==> src/rtl/fxp_div_pkg.sv <==
// Shared types and constants for the streaming fixed-point divider wrapper:
// the result FIFO entry layout and the saturation values used on overflow.
package fxp_div_pkg;

    localparam int FXP_QW = 16;

    typedef struct packed {
        logic [FXP_QW-1:0] quot;
        logic              ovf;
    } fxp_entry_t;

    localparam logic [FXP_QW-1:0] SAT_POS = {1'b0, {(FXP_QW-1){1'b1}}};
    localparam logic [FXP_QW-1:0] SAT_NEG = {1'b1, {(FXP_QW-1){1'b0}}};

endpackage

==> src/rtl/fxp_sync_fifo.sv <==
// Single-clock show-ahead FIFO; the head entry is visible on rd_data whenever !empty.
// Synchronous active-low reset; simultaneous write and read both take effect.
module fxp_sync_fifo #(
    parameter int WIDTH = 17,
    parameter int DEPTH = 32
) (
    input  logic             clk,
    input  logic             rst,
    input  logic             wr_en,
    input  logic [WIDTH-1:0] wr_data,
    input  logic             rd_en,
    output logic [WIDTH-1:0] rd_data,
    output logic             empty
);

    localparam int PW = (DEPTH > 1) ? $clog2(DEPTH) : 1;
    localparam int CW = $clog2(DEPTH + 1);

    logic [WIDTH-1:0] mem [DEPTH];
    logic [PW-1:0]    wr_ptr_reg;
    logic [PW-1:0]    rd_ptr_reg;
    logic [CW-1:0]    count_reg;
    logic             full;
    logic             do_wr;
    logic             do_rd;

    // Pointers wrap explicitly so DEPTH need not be a power of two.
    function automatic logic [PW-1:0] ptr_inc(input logic [PW-1:0] p);
        return (p == PW'(DEPTH - 1)) ? '0 : p + 1'b1;
    endfunction

    assign full  = (count_reg == CW'(DEPTH));
    assign empty = (count_reg == '0);
    assign do_rd = rd_en && !empty;
    assign do_wr = wr_en && (!full || do_rd);

    always_ff @(posedge clk) begin
        if (!rst) begin
            wr_ptr_reg <= '0;
            rd_ptr_reg <= '0;
            count_reg  <= '0;
        end else begin
            if (do_wr) wr_ptr_reg <= ptr_inc(wr_ptr_reg);
            if (do_rd) rd_ptr_reg <= ptr_inc(rd_ptr_reg);
            case ({do_wr, do_rd})
                2'b10:   count_reg <= count_reg + 1'b1;
                2'b01:   count_reg <= count_reg - 1'b1;
                default: count_reg <= count_reg;
            endcase
        end
    end

    always_ff @(posedge clk) begin
        if (do_wr) mem[wr_ptr_reg] <= wr_data;
    end

    assign rd_data = mem[rd_ptr_reg];

endmodule

==> src/rtl/pipe_fxp_div_stream.sv <==
// Valid/ready wrapper around a free-running fixed-latency divider with a credit-guarded result FIFO.
// Define FXP_DIV_SAT_EN to replace overflowed quotients with the signed saturation value.
module pipe_fxp_div_stream
    import fxp_div_pkg::*;
#(
    parameter int WIIA  = 8,
    parameter int WIFA  = 8,
    parameter int WIIB  = 8,
    parameter int WIFB  = 8,
    parameter int WOI   = 8,
    parameter int WOF   = 8,
    parameter int LAT   = 16,
    parameter int DEPTH = 32
) (
    input  logic                 clk,
    input  logic                 rst,
    input  logic                 i_valid,
    output logic                 i_ready,
    input  logic [WIIA+WIFA-1:0] i_dividend,
    input  logic [WIIB+WIFB-1:0] i_divisor,
    output logic [WIIA+WIFA-1:0] div_dividend,
    output logic [WIIB+WIFB-1:0] div_divisor,
    input  logic [WOI+WOF-1:0]   div_out,
    input  logic                 div_overflow,
    output logic                 o_valid,
    input  logic                 o_ready,
    output logic [WOI+WOF-1:0]   o_quot,
    output logic                 o_overflow,
    output logic [15:0]          ovf_cnt
);

    localparam int AW = WIIA + WIFA;
    localparam int BW = WIIB + WIFB;
    localparam int CW = $clog2(DEPTH + 1);
`ifdef FXP_DIV_SAT_EN
    localparam int LW = 2;
`else
    localparam int LW = 1;
`endif

    logic          accept;
    logic          pop;
    logic          wr_en;
    logic          fifo_empty;
    logic [CW-1:0] credit_reg;
    logic [CW-1:0] credit_next;
    logic [LW-1:0] line_in;
    logic [LW-1:0] line_reg [LAT];
    logic [15:0]   ovf_cnt_reg;
    fxp_entry_t    wr_entry;
    fxp_entry_t    rd_entry;

    // Credit counts FIFO slots not yet promised to an operation in the divider.
    assign i_ready      = rst && (credit_reg != '0);
    assign accept       = i_valid && i_ready;
    assign o_valid      = rst && !fifo_empty;
    assign pop          = o_valid && o_ready;
    assign div_dividend = accept ? i_dividend : '0;
    assign div_divisor  = accept ? i_divisor  : '0;

    always_comb begin
        credit_next = credit_reg;
        if (accept && !pop)
            credit_next = credit_reg - 1'b1;
        else if (pop && !accept)
            credit_next = credit_reg + 1'b1;
    end

    always_ff @(posedge clk) begin
        if (!rst) credit_reg <= CW'(DEPTH);
        else      credit_reg <= credit_next;
    end

`ifdef FXP_DIV_SAT_EN
    assign line_in = {accept && (i_dividend[AW-1] ^ i_divisor[BW-1]), accept};
`else
    assign line_in = accept;
`endif

    // Delay line mirrors the divider pipeline; its tap marks the cycle div_out is meaningful.
    always_ff @(posedge clk) begin
        if (!rst) begin
            for (int i = 0; i < LAT; i++) line_reg[i] <= '0;
        end else begin
            line_reg[0] <= line_in;
            for (int i = 1; i < LAT; i++) line_reg[i] <= line_reg[i-1];
        end
    end

    assign wr_en = line_reg[LAT-1][0];

    always_comb begin
        wr_entry.quot = div_out;
        wr_entry.ovf  = div_overflow;
`ifdef FXP_DIV_SAT_EN
        if (div_overflow)
            wr_entry.quot = line_reg[LAT-1][LW-1] ? SAT_NEG : SAT_POS;
`endif
    end

    always_ff @(posedge clk) begin
        if (!rst)
            ovf_cnt_reg <= '0;
        else if (wr_en && div_overflow && (ovf_cnt_reg != 16'hFFFF))
            ovf_cnt_reg <= ovf_cnt_reg + 16'd1;
    end

    assign ovf_cnt = ovf_cnt_reg;

    fxp_sync_fifo #(
        .WIDTH($bits(fxp_entry_t)),
        .DEPTH(DEPTH)
    ) u_fifo (
        .clk    (clk),
        .rst    (rst),
        .wr_en  (wr_en),
        .wr_data(wr_entry),
        .rd_en  (pop),
        .rd_data(rd_entry),
        .empty  (fifo_empty)
    );

    assign o_quot     = rd_entry.quot;
    assign o_overflow = rd_entry.ovf;

endmodule

==> config.mk <==
export PLATFORM = sky130hd
export DESIGN_NAME = pipe_fxp_div_stream
export DESIGN_NICKNAME = d
export VERILOG_FILES = /design/src/rtl/fxp_div_pkg.sv /design/src/rtl/fxp_sync_fifo.sv /design/src/rtl/pipe_fxp_div_stream.sv
export SDC_FILE = /design/constraint.sdc
export NUM_CORES = 1
export LEC_CHECK = 0
export BUFFER_PORTS_ARGS = -buffer_cell sky130_fd_sc_hd__buf_2
export CORE_MARGIN = 2
export CORE_UTILIZATION = 29
export CTS_BUF_LIST = sky130_fd_sc_hd__clkbuf_16
export DETAILED_ROUTE_END_ITERATION = 8
export SKIP_LAST_GASP = 1
export SYNTH_ARGS = -nofsm -noshare
export SYNTH_HDL_FRONTEND = slang
export SYNTH_SLANG_ARGS = --single-unit
==> constraint.sdc <==
create_clock -name clk -period 3.83 [get_ports clk]
set_input_delay 0 -clock clk [delete_from_list [all_inputs] [get_ports clk]]
set_output_delay 0 -clock clk [all_outputs]
set_load 0.03 [all_outputs]
Word-level counts from Yosys, hierarchy flattened
Memory sizes are Yosys's and may differ from the RTL's. A register that Yosys moved wholly into a read port is not among the register bits.
Cells that the tools add are included.
{"block": "word_totals", "ramBits": 560, "memories": 2, "inputBits": 53, "ff_bits": 38}
{"block": "classes", "eq_ne": 6, "n_bitwise": 16, "n_addsub": 7, "reduce_logical": 19, "n_mux": 29}
{"name": "u_fifo.mem", "depth": 32, "width": 17, "rd": 1, "rd_ports_with_merged_regs": 1, "wr": 1, "line": "fxp_sync_fifo.sv:19", "source": "logic [WIDTH-1:0] mem [DEPTH];"}
{"name": "line_reg", "depth": 16, "width": 1, "rd": 16, "rd_ports_with_merged_regs": 0, "wr": 16, "line": "pipe_fxp_div_stream.sv:48", "source": "logic [LW-1:0] line_reg [LAT];"}
{"cell": "$mux W16", "count": 2}
{"cell": "$mux W1", "count": 20}
{"cell": "$mux W5", "count": 4}
{"cell": "$add A16 B1 Y16 const B", "count": 1}
{"cell": "$ne A16 B16 Y1 const B", "count": 1}
{"cell": "$or A1 B1 Y1", "count": 16}
{"cell": "$add A6 B1 Y6 const B", "count": 2}
{"cell": "$mux W6", "count": 2}
{"cell": "$pmux W6 S2", "count": 1}
{"cell": "$sub A6 B1 Y6 const B", "count": 2}
{"cell": "$add A5 B1 Y5 const B", "count": 2}
{"cell": "$eq A5 B5 Y1 const B", "count": 2}
{"cell": "$logic_and A1 B1 Y1", "count": 10}
{"cell": "$eq A6 B6 Y1 const B", "count": 1}
{"cell": "$logic_not A6 Y1", "count": 1}
{"cell": "$reduce_bool A6 Y1", "count": 1}
{"cell": "$logic_not A1 Y1", "count": 4}
{"cell": "$reduce_bool A2 Y1", "count": 2}
{"cell": "$eq A2 B1 Y1 const B", "count": 1}
{"cell": "$eq A2 B2 Y1 const B", "count": 1}
{"cell": "$logic_or A1 B1 Y1", "count": 1}

Longest topological paths before layout
Gate-level depths: netlist of the first run.
{"block": "logic_depth", "ltp_word": 9, "mapped_depth": 13}

Cells and area by module
Synthesis of the first run repeated with hierarchy kept, for this count alone.
{"block": "hier_totals", "hier_cells": 1196, "hier_area_um2": 24066.8}
{"module": "fxp_sync_fifo", "cells_each": 955, "area_per_inst_um2": 21998.6, "seq_area_each_um2": 16756.1, "instances": 1}
{"module": "pipe_fxp_div_stream", "cells_each": 241, "area_per_inst_um2": 2068.2, "seq_area_each_um2": 760.7, "instances": 1}

Worst setup path after synthesis of the first run
OpenSTA, ideal clock, no wires.
{"block": "synth_timing", "path_type": "register to register", "from": "register u_fifo.count_reg[1]", "to": "register u_fifo.count_reg[5]", "t_required_ns": 3.758, "slack_ns": 0.637, "setup_ns": 0.072, "arrival_ns": 3.121, "path_stages_with_launch": 11, "n_path_buf": 2, "path_cell_list": "dfxtp_1 > buf_6 > or4_1 > o31a_4 > inv_4 > ha_1 > buf_2 > or4b_4 > or4b_1 > a31oi_1 > mux2i_1"}
{"block": "synth_between", "elab_chain_len": 9}
{"element": "start: declaration", "line": "fxp_sync_fifo.sv:22", "source": "logic [CW-1:0] count_reg;"}
{"element": "start signal: assignment", "line": "fxp_sync_fifo.sv:46", "source": "2'b10: count_reg <= count_reg + 1'b1;"}
{"element": "start signal: assignment", "line": "fxp_sync_fifo.sv:47", "source": "2'b01: count_reg <= count_reg - 1'b1;"}
{"element": "start signal: assignment", "line": "fxp_sync_fifo.sv:48", "source": "default: count_reg <= count_reg;"}
{"element": "$logic_not A6 Y1", "line": "fxp_sync_fifo.sv:33", "source": "assign empty = (count_reg == '0);"}
{"element": "$logic_not A1 Y1", "line": "fxp_sync_fifo.sv:34, pipe_fxp_div_stream.sv:56"}
{"element": "$logic_and A1 B1 Y1", "line": "pipe_fxp_div_stream.sv:56", "source": "assign o_valid = rst && !fifo_empty;"}
{"element": "$logic_and A1 B1 Y1", "line": "pipe_fxp_div_stream.sv:57", "source": "assign pop = o_valid && o_ready;"}
{"element": "$logic_and A1 B1 Y1", "line": "fxp_sync_fifo.sv:34", "source": "assign do_rd = rd_en && !empty;"}
{"element": "$logic_or A1 B1 Y1", "line": "fxp_sync_fifo.sv:35", "source": "assign do_wr = wr_en && (!full || do_rd);"}
{"element": "$logic_and A1 B1 Y1", "line": "fxp_sync_fifo.sv:35"}
{"element": "$eq A2 B1 Y1 / $eq A2 B2 Y1 (equally long branches)", "line": "fxp_sync_fifo.sv:45", "source": "case ({do_wr, do_rd})"}
{"element": "$pmux W6 S2 / $reduce_bool A2 Y1 (equally long branches)"}
Parallel ways exist; a longest one is shown, timed or not.
A chain may end at the register's enable or synchronous reset.

Worst setup path after layout of the first run
Same ends and word-level chain as after synthesis.

==> impl_metrics.env, run 1 <==
export IMPL_intPower_mw=10.7
export IMPL_cts_root_buffer_cell="clkbuf_16"
export IMPL_grt_max_degree=57
export IMPL_ys_seq_area_share_pct=73.4
export IMPL_ys_ff_latch=603
export IMPL_max_slew_worst_pin_slew_ns=0.957
export IMPL_avgSynthCellArea_sq_um=17.4
export IMPL_power_switching_mw=2.83
export IMPL_skew_ns=0.0477
export IMPL_switching_share_pct=20.9
export IMPL_status="finished, final reports clean"
export IMPL_p_seq_share_pct=53.1
export IMPL_start_kind="flip-flop"
export IMPL_diodes=0
export IMPL_place_hpwl_um=32900
export IMPL_port_buffers=119
export IMPL_first_global_vias=13400
export IMPL_start_util_pct=29.2
export IMPL_rsz0062_at_grt="false"
export IMPL_drc=0
export IMPL_syn_num_nets=1443
export IMPL_syn_cell_area_sq_um=23900
export IMPL_cp_required_ns=4.38
export IMPL_row_count=105
export IMPL_synth_area_leaders="edfxtp_1 (68%), mux4_2 (6.4%), mux2i_1 (6.2%)"
export IMPL_yosys_warnings=0
export IMPL_die_y_um=291
export IMPL_drt_wirelength_per_cell_um=20.4
export IMPL_hold_buffers=20
export IMPL_period_share_pct=90.4
export IMPL_layout_min_cycle_time_ns=3.46
export IMPL_min_path_type="primary input to flip-flop"
export IMPL_synthArstFlopShare_pct=0
export IMPL_maxCapViolations=0
export IMPL_crit_buf_inv=1
export IMPL_dpl_cell_area_sq_um=26000
export IMPL_critPathLaunch="u_fifo.count_reg[1]"
export IMPL_gr_total_overflow=0
export IMPL_r2r_start="u_fifo.count_reg[1]"
export IMPL_slowest_stage="or4_1"
export IMPL_crit_chain="or4_1 -> o31a_4 -> inv_4 -> ha_1 -> or4b_4 -> or4b_1 -> a31oi_1 -> mux2i_1"
export IMPL_p_leak_nw=8.87
export IMPL_irDropWorstVdd_mv=0.306
export IMPL_wirelength_um=54300
export IMPL_drt_iter0_drc=974
export IMPL_antenna_found_initial=1
export IMPL_area_growth_pct=17.6
export IMPL_synth_top_area_share_pct=68.4
export IMPL_fin_hold_ws_ns=0.226
export IMPL_slew_headroom_pct=36.2
export IMPL_io_pin_count=120
export IMPL_grt_pass1_wl_um=81900
export IMPL_synth_edf_count=544
export IMPL_dieWidth_um=291
export IMPL_die_area_sq_um=84700
export IMPL_cts_path_max_buffers=3
export IMPL_fill_cells=7702
export IMPL_post_cts_buffers=0
export IMPL_design_area_sq_um=28100
export IMPL_final_cell_mix="edfxtp_1 (544), mux2i_1 (149), buf_2 (119)"
export IMPL_final_common_cell="edfxtp_1"
export IMPL_cpLargestDelayFamily="simple AND/OR/NAND/NOR gates"
export IMPL_htreeDepth=2
export IMPL_cp_end_kind="flip-flop"
export IMPL_largest_reg_flops=544
export IMPL_finalMaxSlewViolations=0
export IMPL_syn_inst=1373
export IMPL_post_cts_resized=0
export IMPL_clkLatencyLatePin_ns=0.64
export IMPL_p_per_area_nw_per_um2=483
export IMPL_drive_above_1_share_pct=21.6
export IMPL_critical_path_max_stage_delay_ns=0.66
export IMPL_cts_buffers=56
export IMPL_cts_tree="built"
export IMPL_place_gp_congestion=0.799
export IMPL_core_sq_um=81800
export IMPL_synth_distinct_cells=59
export IMPL_crit_fanout=10
export IMPL_path_clk_slew_ns=0.06
export IMPL_comb_power_share_pct=4.1
export IMPL_nets=1615
export IMPL_yosysTopAreaCell="edfxtp_1"
export IMPL_min_from="rst"
export IMPL_vias_per_cell=4.93
export IMPL_first_pass_iters=4
export IMPL_path_class="flip-flop to flip-flop"
export IMPL_num_vias=13100
export IMPL_ant_nets=0
export IMPL_finalHoldViolCount=0
export IMPL_setup_tns_final_ns=0
export IMPL_grt_usage_pct=12.6
export IMPL_ys_flop_type="edfxtp_1"
export IMPL_pwr_share_clk_pct=42.8
export IMPL_critPathArrivalTime_ns=4.01
export IMPL_clock_sinks=603
export IMPL_setup_viol=0
export IMPL_max_freq_ghz=0.289
==> through the flow <==
step / cells / util (%) / power, mW / setup slack (ns)
floorplan: 1373 / - / 7.66 / 0.637
global placement: 2537 / 31.7 / 7.87 / 0.480
detailed placement: 2537 / 31.7 / 7.89 / 0.391
CTS: 2661 / 34.3 / 13.7 / 0.314
global route: 2661 / 34.3 / 14.0 / 0.209
finish: 2661 / 34.3 / 13.6 / 0.370
==> worst paths after layout <==
| check | endpoint | slack, ns | cells after the start |
|---|---|---|---|
| worst max register to register | u_fifo.count_reg[5] | 0.37 | 8 |
| worst min-delay path | u_fifo.count_reg[5] | 0.23 | 4 |
| worst min register to register | line_reg[0][4] | 0.43 | 1 |
| worst max-delay path | u_fifo.count_reg[5] | 0.37 | 8 |
==> power groups by stage <==
| stage | clock network (mW) | registers (mW) | logic (mW) |
|---|---|---|---|
| 2_1_floorplan | 0 | 7.32 | 0.339 |
| 3_3_place_gp | 0 | 7.35 | 0.524 |
| 3_5_place_dp | 0 | 7.35 | 0.538 |
| 4_1_cts | 5.94 | 7.20 | 0.559 |
| 5_1_grt | 6.21 | 7.20 | 0.600 |
| 6_report | 5.81 | 7.20 | 0.550 |
==> cell usage after synthesis, types with 11 or more instances <==
cell	number
edfxtp_1	544
mux2i_1	149
a22oi_1	103
mux4_2	68
dfxtp_1	59
nor2_1	54
clkbuf_1	47
nand3_1	45
nand2_1	37
and3_1	36
buf_2	26
a21oi_1	21
and2_1	21
nand4_1	20
ha_1	16
inv_1	11
==> tightest hold or removal path: cells and delay by family <==
| family | cells | cell delay [ns] |
|---|---|---|
| and+or+nand+nor | 1 | 0.06 |
| muxes | 1 | 0.05 |
| buffers and inverters | 2 | 0.68 |
==> layer usage <==
layer	up-vias	global-route usage [%]	part of all wire, %	wire length, um
li1	5862	-	-	-
met1	6741	17.3	44	23800
met2	433	20.7	48	26100
met3	69	2.44	6.2	3370
met4	2	3.00	1.7	946
met5	-	0	0.024	13
==> final cells by class <==
| type | count | area (sq um) | share of cell area, % |
|---|---|---|---|
| Clock buffer | 56 | 1400 | 4.99 |
| Clock inverter | 48 | 538 | 1.92 |
| Inverter | 12 | 47.5 | 0.169 |
| Multi-Input combinational cell | 678 | 5990 | 21.3 |
| Sequential cell | 603 | 17500 | 62.4 |
| Tap cell | 1070 | 1340 | 4.77 |
| Timing Repair Buffer | 194 | 1250 | 4.44 |
==> cell families after synthesis <==
kind of cell,synth area share [%]
fa+ha+maj,0.922
mux,12.7
simple gates,6.16
xor+xnor,0.147
flops,73.4
compound gates,5.13
buf+inv,1.62
Power figures use the tool's default switching activity.
==> inputs of run 2 (changes only) <==
--- a/config.mk
+++ b/config.mk
@@ -13,4 +13,5 @@
 export SKIP_LAST_GASP = 1
 export SYNTH_ARGS = -nofsm -noshare
 export SYNTH_HDL_FRONTEND = slang
+export SYNTH_HIERARCHICAL = 1
 export SYNTH_SLANG_ARGS = --single-unit
==> constraint.sdc (replaced) <==
create_clock -name clk -period 2.9 [get_ports clk]
set_input_delay 0 -clock clk [delete_from_list [all_inputs] [get_ports clk]]
set_output_delay 0 -clock clk [all_outputs]
set_load 0.03 [all_outputs]
==> impl_metrics.env, run 2 <==
export IMPL_path_clk_slew_ns=0.06
export IMPL_setup_viol=14
export IMPL_syn_num_nets=1265
export IMPL_design_area_sq_um=29400
export IMPL_period_share_pct=110
export IMPL_finalMaxSlewViolations=0
export IMPL_avgSynthCellArea_sq_um=20.1
export IMPL_dp_slack_ns=-0.404
export IMPL_critPathArrivalTime_ns=3.76
export IMPL_maxCapViolations=0
export IMPL_clock_sinks=603
export IMPL_place_gp_congestion=0.773
export IMPL_multiInputGateArea_sq_um=6570
export IMPL_cts_buffers=58
export IMPL_place_hpwl_um=33700
export IMPL_wl_met3_um=3300
export IMPL_ant_nets=0
export IMPL_ff2ff_setup_slack_ns=-0.30
export IMPL_drc=0
export IMPL_clkLatencyLatePin_ns=0.63
export IMPL_drt_iter0_drc=941
export IMPL_slew_headroom_pct=20.5
export IMPL_fin_total_pwr_mw=17.2
export IMPL_regArea_sq_um=17500
export IMPL_yosysTopAreaCell="edfxtp_1"
export IMPL_reg2reg_to="u_fifo/count_reg[5]"
export IMPL_cts_path_max_buffers=3
export IMPL_layout_min_cycle_time_ns=3.20
export IMPL_wirelength_um=55700
export IMPL_drive_above_1_share_pct=37.2
export IMPL_diodes=0
export IMPL_setup_tns_final_ns=-0.792
export IMPL_cts_tree="built"
export IMPL_synth_distinct_cells=71
export IMPL_max_slew_worst_pin_slew_ns=1.19
export IMPL_die_y_um=292
export IMPL_synth_area_leaders="edfxtp_1 (68%), mux4_2 (16%), dfxtp_1 (4.9%)"
export IMPL_start_kind="flip-flop"
export IMPL_antenna_found_initial=1
export IMPL_finalHoldViolCount=0
export IMPL_core_sq_um=82100
export IMPL_area_growth_pct=22.3
export IMPL_synth_edf_count=544
export IMPL_start_util_pct=29.3
export IMPL_final_common_cell="edfxtp_1"
export IMPL_nets=1483
export IMPL_crit_fanout=5
export IMPL_ys_ff_latch=603
export IMPL_yosys_warnings=6
export IMPL_skew_ns=0.0499
export IMPL_grt_usage_pct=12.9
export IMPL_final_cell_mix="edfxtp_1 (544), mux4_2 (168), buf_2 (102)"
export IMPL_r2r_start="u_fifo/count_reg[2]"
export IMPL_row_count=105
export IMPL_cp_required_ns=3.46
export IMPL_p_leak_nw=9.37
export IMPL_ys_seq_area_share_pct=72.8
export IMPL_critPathLaunch="u_fifo/count_reg[2]"
export IMPL_die_area_sq_um=85300
export IMPL_max_freq_ghz=0.312
export IMPL_rsz0062_at_grt="true"
export IMPL_dieWidth_um=292
export IMPL_cts_root_buffer_cell="clkbuf_16"
export IMPL_first_pass_iters=5
export IMPL_top_layer="met5"
export IMPL_syn_inst=1196
export IMPL_irDropWorstVdd_mv=0.506
export IMPL_violations="setup timing"
export IMPL_min_from="o_ready"
export IMPL_post_route_util_pct=35.9
export IMPL_min_path_type="primary input to flip-flop"
export IMPL_gr_total_overflow=0
export IMPL_p_per_area_nw_per_um2=585
export IMPL_num_vias=12400
export IMPL_grt_pass1_wl_um=82400
export IMPL_synthArstFlopShare_pct=0
export IMPL_setup_ws_ns=-0.303
export IMPL_ff2ff_path_depth=14
export IMPL_first_global_vias=12800
export IMPL_dr_wl_met2_um=27300
export IMPL_status="finished, violations left"
export IMPL_dpl_cell_area_sq_um=26700
export IMPL_cp_end_kind="flip-flop"
export IMPL_vias_per_cell=4.91
export IMPL_path_class="flip-flop to flip-flop"
export IMPL_io_pin_count=120
export IMPL_synth_top_area_share_pct=67.9
export IMPL_wl_met1_um=24100
export IMPL_fill_cells=7514
export IMPL_drt_wirelength_per_cell_um=22.0
export IMPL_htreeDepth=2
export IMPL_largest_reg_flops=544
export IMPL_ys_flop_type="edfxtp_1"
export IMPL_syn_cell_area_sq_um=24100
export IMPL_synth_most_common_cell="edfxtp_1"
export IMPL_port_buffers=119
export IMPL_worstHoldPathCells=7
export IMPL_grt_max_degree=70
export IMPL_ys_top_cells_by_count="edfxtp_1 (544), mux4_2 (168), dfxtp_1 (59), nor2_1 (44), and3_1 (40)"
==> run 2: cell type report <==
| cell class | instances | area share (%) |
|---|---|---|
| Clock buffer | 59 | 5.01 |
| Clock inverter | 46 | 1.16 |
| Inverter | 11 | 0.166 |
| Multi-Input combinational cell | 513 | 22.3 |
| Sequential cell | 603 | 59.5 |
| Tap cell | 1070 | 4.55 |
| Timing Repair Buffer | 227 | 7.26 |
==> run 2: metrics by stage <==
stage / instances / hold WS [ns]
CTS: 2531 / 0.0225
global placement: 2379 / 0.385
finish: 2529 / 0.0623
global route: 2529 / 0.0873
floorplan: 1196 / 0.0989
detailed placement: 2379 / 0.382
==> run 2: where the power goes <==
part	leakage (nW)	switching (mW)	total [mW]	internal [mW]
clock	0.940	3.17	7.21	4.03
combinational	3.06	0.332	0.515	0.183
sequential	5.37	0.0273	9.50	9.48
==> run 2: critical path: stages, from the launching register on <==
cell      delay [ns]
dfxtp_2         0.32
or4_4           0.55
nor3_4          0.21
nor2_4          0.07
nand2_2         0.08
inv_2           0.05
o31ai_4         0.05
or2_4           0.19
inv_8           0.05
ha_4            0.20
a21o_1          0.16
a2111o_1        0.43
or4b_1          0.50
a21oi_1         0.14
o31a_1          0.14
==> run 2: worst max-delay path by stage <==
stage / endpoint / depth (start not counted)
after floorplan: u_fifo/count_reg[5] / 16
after global placement: u_fifo/count_reg[5] / 14
after detailed placement: u_fifo/count_reg[5] / 14
after CTS: u_fifo/count_reg[5] / 14
after global routing: u_fifo/count_reg[5] / 14
final: u_fifo/count_reg[5] / 14
==> run 2: logic make-up (layout without fill, tap and decap cells) <==
group	Yosys count	in the layout	share of synthesized area, %
AND/OR/NAND/NOR	211	212	4.99
flip-flops	603	603	72.8
AO/OA/AOI/OAI	83	83	2.30
buffers and inverters	81	343	1.74
XOR/XNOR	7	7	0.255
multiplexers	195	195	17.1
adder cells (fa/ha/maj)	16	16	0.863
==> run 2: timing repair <==
| item | 4_1_cts | 5_1_grt |
|---|---|---|
| setup buffers | 17 | 0 |
| pin swaps | 2 | 3 |
| hold buffers | 19 | 0 |
| endpoints found under the setup margin | 337 | 244 |
| cloned | 11 | 4 |
| endpoints found under the hold margin | 601 | 0 |
| resized for setup | 73 | 24 |
==> run 2: per-layer routing <==
metal  up-vias  track usage [%]
met1      6553             17.5
met5         -                0
met4         2             3.22
met2       377             21.2
li1       5413                -
met3        67             2.59
==> inputs of run 3 (changes only) <==
--- a/config.mk
+++ b/config.mk
@@ -5,7 +5,7 @@
 export SDC_FILE = /design/constraint.sdc
 export NUM_CORES = 1
 export LEC_CHECK = 0
-export BUFFER_PORTS_ARGS = -buffer_cell sky130_fd_sc_hd__buf_2
+export BUFFER_PORTS_ARGS = -buffer_cell sky130_fd_sc_hd__clkbuf_2
 export CORE_MARGIN = 2
 export CORE_UTILIZATION = 29
 export CTS_BUF_LIST = sky130_fd_sc_hd__clkbuf_16
==> impl_metrics.env, run 3 (synthesis gave the netlist of run 2 again) <==
export IMPL_ff2ff_setup_slack_ns=-0.21
export IMPL_min_path_type="primary input to flip-flop"
export IMPL_worst_hold_path_endpoint="u_fifo/rd_ptr_reg[0]"
export IMPL_start_kind="flip-flop"
export IMPL_r2r_start="u_fifo/count_reg[2]"
export IMPL_htreeDepth=2
export IMPL_grt_max_degree=63
export IMPL_cts_tree="built"
export IMPL_cp_required_ns=3.48
export IMPL_antenna_found_initial=3
export IMPL_cts_root_buffer_cell="clkbuf_16"
export IMPL_finalHoldViolCount=0
export IMPL_setup_ws_ns=-0.209
export IMPL_maxCapViolations=0
export IMPL_skew_ns=0.0572
export IMPL_status="finished, violations left"
export IMPL_violations="setup timing"
export IMPL_cp_end_kind="flip-flop"
export IMPL_grt_pass1_wl_um=83000
export IMPL_ant_nets=0
export IMPL_place_gp_congestion=0.763
export IMPL_max_slew_worst_pin_slew_ns=1.27
export IMPL_reg2reg_to="u_fifo/count_reg[5]"
export IMPL_place_hpwl_um=32500
export IMPL_final_cell_mix="edfxtp_1 (544), mux4_2 (168), clkbuf_2 (102)"
export IMPL_start_util_pct=29.3
export IMPL_setup_viol=17
export IMPL_min_from="o_ready"
export IMPL_final_common_cell="edfxtp_1"
export IMPL_largest_reg_flops=544
export IMPL_die_area_sq_um=85300
export IMPL_die_y_um=292
export IMPL_num_vias=12400
export IMPL_clkLatencyLatePin_ns=0.65
export IMPL_io_pin_count=120
export IMPL_p_leak_nw=9.47
export IMPL_path_class="flip-flop to flip-flop"
export IMPL_crit_fanout=5
export IMPL_drive_above_1_share_pct=37.9
export IMPL_period_share_pct=107
export IMPL_row_count=105
export IMPL_setup_tns_final_ns=-1.23
export IMPL_ff2ff_path_depth=14
export IMPL_dpl_cell_area_sq_um=26500
export IMPL_critPathLaunch="u_fifo/count_reg[2]"
export IMPL_diodes=0
export IMPL_p_per_area_nw_per_um2=598
export IMPL_area_growth_pct=22.8
export IMPL_path_clk_slew_ns=0.06
export IMPL_design_area_sq_um=29500
export IMPL_layout_min_cycle_time_ns=3.11
export IMPL_max_freq_ghz=0.322
export IMPL_rsz0062_at_grt="true"
export IMPL_drt_iter0_drc=894
export IMPL_cts_path_max_buffers=3
export IMPL_dieWidth_um=292
export IMPL_slew_headroom_pct=15.3
export IMPL_gr_total_overflow=0
export IMPL_drc=0
export IMPL_core_sq_um=82100
export IMPL_port_buffers=119
export IMPL_finalMaxSlewViolations=0
export IMPL_vias_per_cell=4.92
export IMPL_cts_buffers=61
export IMPL_first_pass_iters=5
export IMPL_irDropWorstVdd_mv=0.515
export IMPL_drt_wirelength_per_cell_um=22.1
export IMPL_critPathArrivalTime_ns=3.69
export IMPL_nets=1475
export IMPL_wirelength_um=55800
export IMPL_first_global_vias=12600
export IMPL_worstHoldPathCells=7
export IMPL_grt_usage_pct=13.0
export IMPL_clock_sinks=603
==> run 3: cell types whose count changed in the layout (fill, tap and decap cells not counted), sizes merged <==
cell and change:
dlygate4sd3 -14, bufinv +1, buf -97, nor2 -1, clkbuf +104, inv +4, clkinvlp -2, clkinv +3
==> run 3: layout make-up <==
class                   count  area (sq um)
fillers                  7445         52600
flip-flops and latches    603         17500
multi-input cells         512          6540
repair buffers            217          2110
clock buffers              62          1550
well taps                1070          1340
clock inverters            52           423
inverters                  11          48.8
==> run 3: where the power goes <==
part | switching (mW) | leakage (nW) | internal, mW
clock network | 3.32 | 1.02 | 4.34
registers | 0.0281 | 5.37 | 9.48
logic | 0.333 | 3.08 | 0.170
==> run 3: metal layers <==
layer  routed length (um)  global-route usage, %  vias to the layer above
li1                     -                      -                     5401
met5                   37                      0                        -
met2                27000                   21.3                      432
met1                23900                   17.5                     6531
met3                 3810                   2.87                       68
met4                 1060                   3.51                        6
==> run 3: metrics by stage <==
step | util [%] | std cells | worst slack, ns | power [mW] | hold WS, ns
after floorplan | - | 1196 | -0.680 | 9.96 | 0.0989
after global placement | 32.3 | 2369 | -0.354 | 10.2 | 0.394
after detailed placement | 32.3 | 2369 | -0.336 | 10.2 | 0.394
after CTS | 35.7 | 2516 | -0.230 | 17.9 | 0.00526
after global routing | 36.0 | 2527 | -0.324 | 18.3 | 0.0589
final | 36.0 | 2527 | -0.209 | 17.7 | 0.0329
==> run 3: how the worst max path moves through the flow <==
stage,slack (ns),cells past startpoint,end
3_5_place_dp,-0.34,14,u_fifo/count_reg[5]
3_3_place_gp,-0.35,14,u_fifo/count_reg[5]
5_1_grt,-0.32,14,u_fifo/count_reg[5]
2_1_floorplan,-0.68,16,u_fifo/count_reg[5]
4_1_cts,-0.23,14,u_fifo/count_reg[5]
6_report,-0.21,14,u_fifo/count_reg[5]
==> run 3: repair_timing <==
action                     in CTS  in global routing
cloned                         12                  1
gates resized for setup        63                 42
pin swaps                       4                  8
setup endpoints to repair     103                133
hold buffers                    5                  0
buffers inserted               16                 13
hold endpoints to repair      121                  0
==> run 3: worst max-delay path, stage by stage (launching register included) <==
cell and delay [ns]:
dfxtp_2 0.32, or4_4 0.55, nor3_4 0.19, nor2_4 0.06, nand2_2 0.07, inv_2 0.05
o31ai_4 0.05, or2_4 0.19, inv_8 0.05, ha_4 0.20, a21o_1 0.16, a2111o_1 0.42
or4b_1 0.50, a21oi_1 0.14, o31a_1 0.12
